[src/rtl/lerp_pipe_if.sv]
// Handshake bundle for lerp_pipe: an input side (operands and tag)
// and an output side (result and tag), each with valid/ready.
interface lerp_pipe_if #(
    parameter int INPUT_BITS      = 16,
    parameter int RATIO_FRAC_BITS = 8,
    parameter int CHAN_BITS       = 3
);
    logic                       in_valid;
    logic                       in_ready;
    logic [INPUT_BITS-1:0]      ina;
    logic [INPUT_BITS-1:0]      inb;
    logic [RATIO_FRAC_BITS-1:0] ratio;
    logic [CHAN_BITS-1:0]       in_chan;
    logic                       out_valid;
    logic                       out_ready;
    logic [INPUT_BITS-1:0]      out;
    logic [CHAN_BITS-1:0]       out_chan;

    // Upstream producer / downstream consumer side
    modport master (
        output in_valid, ina, inb, ratio, in_chan, out_ready,
        input  in_ready, out_valid, out, out_chan
    );

    // The interpolator itself
    modport slave (
        input  in_valid, ina, inb, ratio, in_chan, out_ready,
        output in_ready, out_valid, out, out_chan
    );
endinterface

[src/rtl/lerp_pipe.sv]
// Three-stage linear interpolator: out = inb + ((ina - inb) * ratio) >> r,
// with optional round-half-up. Each stage has its own valid flag and
// advances when empty or when the stage after it advances, so bubbles
// collapse and a full pipe keeps streaming while out_ready is high.
module lerp_pipe #(
    parameter int INPUT_BITS      = 16,
    parameter int RATIO_FRAC_BITS = 8,
    parameter int CHAN_BITS       = 3,
    parameter int ROUND           = 0
) (
    input  logic         clk,
    input  logic         reset,
    lerp_pipe_if.slave   bus
);
    localparam int AW = INPUT_BITS + 1;                    // difference width
    localparam int BW = INPUT_BITS + RATIO_FRAC_BITS + 1;  // product width

    // Half an LSB of the result, added before the shift when rounding
    localparam logic [BW-1:0] RND_BIAS = (ROUND != 0)
        ? ({{(BW-1){1'b0}}, 1'b1} << (RATIO_FRAC_BITS - 1))
        : '0;

    // Stage 1: difference, low endpoint, ratio, tag
    logic                       s1_valid_reg;
    logic signed [AW-1:0]       s1_a_reg;
    logic [INPUT_BITS-1:0]      s1_lo_reg;
    logic [RATIO_FRAC_BITS-1:0] s1_ratio_reg;
    logic [CHAN_BITS-1:0]       s1_chan_reg;

    // Stage 2: exact product, low endpoint, tag
    logic                       s2_valid_reg;
    logic signed [BW-1:0]       s2_b_reg;
    logic [INPUT_BITS-1:0]      s2_lo_reg;
    logic [CHAN_BITS-1:0]       s2_chan_reg;

    // Stage 3: final result and tag
    logic                       s3_valid_reg;
    logic [INPUT_BITS-1:0]      s3_out_reg;
    logic [CHAN_BITS-1:0]       s3_chan_reg;

    logic adv1, adv2, adv3;
    logic in_fire;

    logic signed [AW-1:0]  a_next;
    logic signed [BW-1:0]  a_ext;
    logic signed [BW-1:0]  ratio_ext;
    logic signed [BW-1:0]  b_next;
    logic signed [BW-1:0]  b_rnd;
    logic [INPUT_BITS-1:0] out_next;

    // Backpressure chain: a stage moves when empty or when its successor moves
    assign adv3 = ~s3_valid_reg | bus.out_ready;
    assign adv2 = ~s2_valid_reg | adv3;
    assign adv1 = ~s1_valid_reg | adv2;

    assign bus.in_ready = adv1 & ~reset;
    assign in_fire      = bus.in_valid & bus.in_ready;

    // Arithmetic between stages; the product is exact at BW bits
    assign a_next    = $signed({1'b0, bus.ina}) - $signed({1'b0, bus.inb});
    assign a_ext     = {{(BW-AW){s1_a_reg[AW-1]}}, s1_a_reg};
    assign ratio_ext = {{(BW-RATIO_FRAC_BITS){1'b0}}, s1_ratio_reg};
    assign b_next    = a_ext * ratio_ext;
    assign b_rnd     = s2_b_reg + $signed(RND_BIAS);
    assign out_next  = INPUT_BITS'(b_rnd >>> RATIO_FRAC_BITS) + s2_lo_reg;

    // Outputs are forced to zero whenever no result is held
    assign bus.out_valid = s3_valid_reg;
    assign bus.out       = s3_valid_reg ? s3_out_reg  : '0;
    assign bus.out_chan  = s3_valid_reg ? s3_chan_reg : '0;

    // Stage 1: capture the accepted operands and their difference
    always_ff @(posedge clk or posedge reset) begin
        if (reset) begin
            s1_valid_reg <= 1'b0;
            s1_a_reg     <= '0;
            s1_lo_reg    <= '0;
            s1_ratio_reg <= '0;
            s1_chan_reg  <= '0;
        end else if (adv1) begin
            s1_valid_reg <= in_fire;
            if (in_fire) begin
                s1_a_reg     <= a_next;
                s1_lo_reg    <= bus.inb;
                s1_ratio_reg <= bus.ratio;
                s1_chan_reg  <= bus.in_chan;
            end
        end
    end

    // Stage 2: scale the difference by the ratio
    always_ff @(posedge clk or posedge reset) begin
        if (reset) begin
            s2_valid_reg <= 1'b0;
            s2_b_reg     <= '0;
            s2_lo_reg    <= '0;
            s2_chan_reg  <= '0;
        end else if (adv2) begin
            s2_valid_reg <= s1_valid_reg;
            if (s1_valid_reg) begin
                s2_b_reg    <= b_next;
                s2_lo_reg   <= s1_lo_reg;
                s2_chan_reg <= s1_chan_reg;
            end
        end
    end

    // Stage 3: drop the fraction, add back the low endpoint, hold while stalled
    always_ff @(posedge clk or posedge reset) begin
        if (reset) begin
            s3_valid_reg <= 1'b0;
            s3_out_reg   <= '0;
            s3_chan_reg  <= '0;
        end else if (adv3) begin
            s3_valid_reg <= s2_valid_reg;
            if (s2_valid_reg) begin
                s3_out_reg  <= out_next;
                s3_chan_reg <= s2_chan_reg;
            end
        end
    end
endmodule

[src/flat_wrapper.sv]
// flat-port wrapper written by rule: the top's interface ports become plain ports
module lerp_pipe_flat 
#(
    parameter int INPUT_BITS      = 16,
    parameter int RATIO_FRAC_BITS = 8,
    parameter int CHAN_BITS       = 3,
    parameter int ROUND           = 0
)
  (clk, reset, bus_in_valid, bus_ina, bus_inb, bus_ratio, bus_in_chan, bus_out_ready, bus_in_ready, bus_out_valid, bus_out, bus_out_chan);
  lerp_pipe_if #(.INPUT_BITS(INPUT_BITS), .RATIO_FRAC_BITS(RATIO_FRAC_BITS), .CHAN_BITS(CHAN_BITS)) bus_i ();
  input  logic clk;
  input  logic reset;
  input wire logic [$bits(bus_i.in_valid)-1:0] bus_in_valid;
  input wire logic [$bits(bus_i.ina)-1:0] bus_ina;
  input wire logic [$bits(bus_i.inb)-1:0] bus_inb;
  input wire logic [$bits(bus_i.ratio)-1:0] bus_ratio;
  input wire logic [$bits(bus_i.in_chan)-1:0] bus_in_chan;
  input wire logic [$bits(bus_i.out_ready)-1:0] bus_out_ready;
  output wire logic [$bits(bus_i.in_ready)-1:0] bus_in_ready;
  output wire logic [$bits(bus_i.out_valid)-1:0] bus_out_valid;
  output wire logic [$bits(bus_i.out)-1:0] bus_out;
  output wire logic [$bits(bus_i.out_chan)-1:0] bus_out_chan;
  assign bus_i.in_valid = bus_in_valid;
  assign bus_i.ina = bus_ina;
  assign bus_i.inb = bus_inb;
  assign bus_i.ratio = bus_ratio;
  assign bus_i.in_chan = bus_in_chan;
  assign bus_i.out_ready = bus_out_ready;
  assign bus_in_ready = bus_i.in_ready;
  assign bus_out_valid = bus_i.out_valid;
  assign bus_out = bus_i.out;
  assign bus_out_chan = bus_i.out_chan;
  lerp_pipe #(.INPUT_BITS(INPUT_BITS), .RATIO_FRAC_BITS(RATIO_FRAC_BITS), .CHAN_BITS(CHAN_BITS), .ROUND(ROUND)) u_core (.clk(clk), .reset(reset), .bus(bus_i));
endmodule
[config.mk]
export PLATFORM = sky130hd
export DESIGN_NAME = lerp_pipe_flat
export DESIGN_NICKNAME = d
export VERILOG_FILES = /design/src/rtl/lerp_pipe_if.sv /design/src/rtl/lerp_pipe.sv /design/src/flat_wrapper.sv
export SDC_FILE = /design/constraint.sdc
export NUM_CORES = 1
export LEC_CHECK = 0
export ABC_AREA = 1
export BUFFER_PORTS_ARGS = -buffer_cell sky130_fd_sc_hd__buf_2
export CORE_ASPECT_RATIO = 1.75
export CORE_MARGIN = 2
export CORE_UTILIZATION = 61
export CTS_CLUSTER_DIAMETER = 80
export DETAILED_ROUTE_END_ITERATION = 12
export PLACE_DENSITY = 0.89
export SLEW_MARGIN = 20
export SYNTH_ARGS = -nofsm -noshare
export SYNTH_HDL_FRONTEND = slang
export SYNTH_SLANG_ARGS = --single-unit
[constraint.sdc]
create_clock -name clk -period 8.9 [get_ports clk]
set_clock_uncertainty 0.15 [all_clocks]
set_input_delay 1.335 -clock clk [delete_from_list [all_inputs] [get_ports clk]]
set_output_delay 1.335 -clock clk [all_outputs]
set_load 0.02 [all_outputs]
==> results.md <==
* Setup crit start: u_core.s1_ratio_reg[0]$_DFFE_PP0P_
* Hold Crit Class: reg2reg
* Top routing layer in use: met4
* Starting density of the core at 61.9%
* Minimum clock period at 5.48 ns
* Leak at 6.71 nW
* Psw at 0.00201 W
* # IOs at 68
* Largest register FFs at 17
* Vias at 8960
* Worst skew pair latency at 0.35 ns
* Maximum vdd drop at 0.171 mV
* Wire length on met3 at 963 µm
* FP Rows at 63
* Sequential cell area fraction in the yosys report at 24.2%
* Startpoint types: flip-flop
* CP Capture Point: u_core.s2_b_reg[21]$_DFFE_PP0P_
* Switch share at 53.9%
* DP Cell Count at 1676
* Slew @ Worst Pin at 0.856 ns
* # Max-Cap Violations at 0
* Clock sinks at 101
* Avg Inst Size Synth at 7.30 µm²
* Fillers at 1453
* Detailed-router iteration count before antenna repair at 6
* Chip Height at 177 µm
* Initial DRC count at 524
* Syn nets at 1656
* Core ar. at 16900 µm²
* Worst EP arrival at 5.57 ns
* Area Growth Syn to Fin at 7.05%
* Cells on worst reg2reg path at 18
* Number of synthesized register bits at 101
* Pint at 0.00171 W
* Layout Cells excl Fill at 1692
* Achievable Freq at 183 MHz
* Post-layout net count at 1685
* CTS H-tree depth at 3
* Worst Setup End Kind: flip-flop
* GRT Overall Usage at 29.9%
* DRC at 0
* Max Slew Vio Count at 0
* Seq pwr share at 20.2%
* Number of synthesized flops with an enable pin at 0
* Reg-to-Reg Start: u_core.s1_ratio_reg[0]$_DFFE_PP0P_
* Status: complete, no violations
* Port Buf Inserts at 67
* Post-CTS Repair Setup Buffers at 0
* R2r setup slk at 3.42 ns
* Setup TNS at 0 ns
* Initial antenna violation count at 0
* Slew HR at 42.9%
* Global-route wire length before repair at 42100 µm
* Die width at 103 µm
* Hold Fails Final Rpt at 0
* Count of different cell masters after synthesis at 38
* CTS root buffer: clkbuf_16
* CP Class: reg2reg
* CTS tree: done
* Final antenna-violating net count at 0
* Hold Crit Depth at 2
* Synthesis Warnings at 0
* Main synth FF type: dfrtp_1
* Congestion Overflow GR at 0
* Vias in the first global route at 9057
* Final Wtd Congestion at 0.980
* Req. time, crit path at 8.99 ns
* Wl on met1 at 9010 µm
* Total routed wirelength at 26000 µm
* Ys async rst share at 100%
* Clock transition at path regs at 0.08 ns
* Cell area after synthesis at 10400 µm²
* Final Cycle Share at 61.5%
* Die area at 18200 µm²
* Antenna diode count at 0
* Total CTS buffers at 9
* Worst r2r dst: u_core.s2_b_reg[21]$_DFFE_PP0P_
* Power Density at 333 nW/µm²
* CTS max path bufs at 2
* Final setup fails at 0
* Crit path max fanout at 17
* Synthesized netlist cell count at 1431
* PostCTS Resize Cnt at 0
* # hold bufs at CTS at 0
* Clock group share of total power at 11.1%
* Largest net degree at the start of global routing at 59
* RSZ-0062 raised after global routing: no
* Routed wl met2 at 13900 µm
* Wire per inst at 15.4 µm
* Share of layout cells above drive strength 1 at 7.37%
* Via density at 5.30
* Hpwl dp at 21300 µm
* Logic pwr share at 68.7%
[layer usage]
layer | track usage (%) | up-vias
met1 | 31.8 | 4208
li1 | - | 4341
met5 | 0 | -
met3 | 2.80 | 122
met2 | 53.4 | 289
met4 | 21.3 | 0
[critical path: stages (launching register included)]
cell,delay [ns]
dfrtp_1,0.70
nand2_1,0.25
fa_1,0.68
fa_1,0.54
inv_1,0.05
fa_1,0.53
inv_1,0.06
fa_1,0.50
inv_1,0.05
ha_1,0.47
nand2_1,0.15
nor2_1,0.27
nand2_1,0.17
nor2_1,0.18
nand3_1,0.25
nand3_1,0.16
nand2_1,0.06
nand3_1,0.07
nand2_1,0.06
[power groups by stage]
stage,logic [W],registers (W),clock network (W)
detailed placement,0.00251,0.000754,0
global placement,0.00243,0.000746,0
floorplan,0.00199,0.000640,0
finish,0.00256,0.000752,0.000413
CTS,0.00254,0.000747,0.000415
global route,0.00293,0.000763,0.000434
[cells by family after synthesis]
group | count (synthesis) | synth area share, %
AOI/OAI and AO/OA | 153 | 7.90
buffers and inverters | 392 | 14.4
xor gates and xnor gates | 21 | 1.76
adders and majority gates | 178 | 28.8
DFF | 101 | 24.2
and+or+nand+nor | 586 | 23.0
[area by class of cell]
type / count / area, µm² / area share [%]
well taps: 227 / 284 / 2.54
inverters: 340 / 1280 / 11.4
clock buffers: 9 / 225 / 2.01
multi-input cells: 938 / 6420 / 57.4
clock inverters: 7 / 91.3 / 0.817
flip-flops and latches: 101 / 2530 / 22.6
repair buffers: 70 / 358 / 3.20
[synthesized netlist by cell type (all sizes together), types with 6 or more instances]
master  instances  area share, %
nand2         449             17
inv           339             12
fa            104             20
dfrtp         101             24
o21ai          85            4.1
ha             74            8.9
nand3          58            2.8
nor2           47            1.8
a21oi          43            2.1
clkbuf         35            1.3
buf            17           0.89
xnor2          13            1.1
nand4           8           0.48
xor2            8           0.67
nor3            7           0.34
a31oi           6           0.36
nand3b          6           0.43
o21bai          6           0.43
or2             6           0.36
[placed cells by master, fill, tap and decap left out, drive strengths merged, types with 7 or more instances in the layout]
cell type | synthesis | final
o21ai | 85 | 85
ha | 74 | 74
nand2 | 449 | 449
a21oi | 43 | 43
buf | 17 | 70
inv | 339 | 342
nand4 | 8 | 8
xor2 | 8 | 8
xnor2 | 13 | 13
nand3 | 58 | 58
dfrtp | 101 | 101
nor3 | 7 | 7
clkbuf | 35 | 9
fa | 104 | 104
nor2 | 47 | 47
[per-stage QoR]
step	power [W]	worst slack [ns]	util (%)	instance area, µm²	hold WS, ns
global route	0.00412	3.25	66.3	11200	0.349
global placement	0.00318	3.70	64.4	10900	0.304
CTS	0.00370	3.51	66.3	11200	0.325
floorplan	0.00263	3.31	-	10400	0.292
detailed placement	0.00327	3.58	64.4	10900	0.310
finish	0.00372	3.42	66.3	11200	0.327
[worst min-delay path by stage]
stage                                            startpoint                                end  slack, ns
after global routing      u_core.s2_chan_reg[1]$_DFFE_PP0P_  u_core.s3_chan_reg[1]$_DFFE_PP0P_       0.35
after global placement      u_core.s2_valid_reg$_DFFE_PP0P_   u_core.bus.out_valid$_DFFE_PP0P_       0.30
final                     u_core.s2_chan_reg[1]$_DFFE_PP0P_  u_core.s3_chan_reg[1]$_DFFE_PP0P_       0.33
after CTS                 u_core.s2_chan_reg[1]$_DFFE_PP0P_  u_core.s3_chan_reg[1]$_DFFE_PP0P_       0.32
after floorplan           u_core.s2_chan_reg[0]$_DFFE_PP0P_  u_core.s3_chan_reg[0]$_DFFE_PP0P_       0.29
after detailed placement  u_core.s2_chan_reg[1]$_DFFE_PP0P_  u_core.s3_chan_reg[1]$_DFFE_PP0P_       0.31
Power figures use the tool's default switching activity.
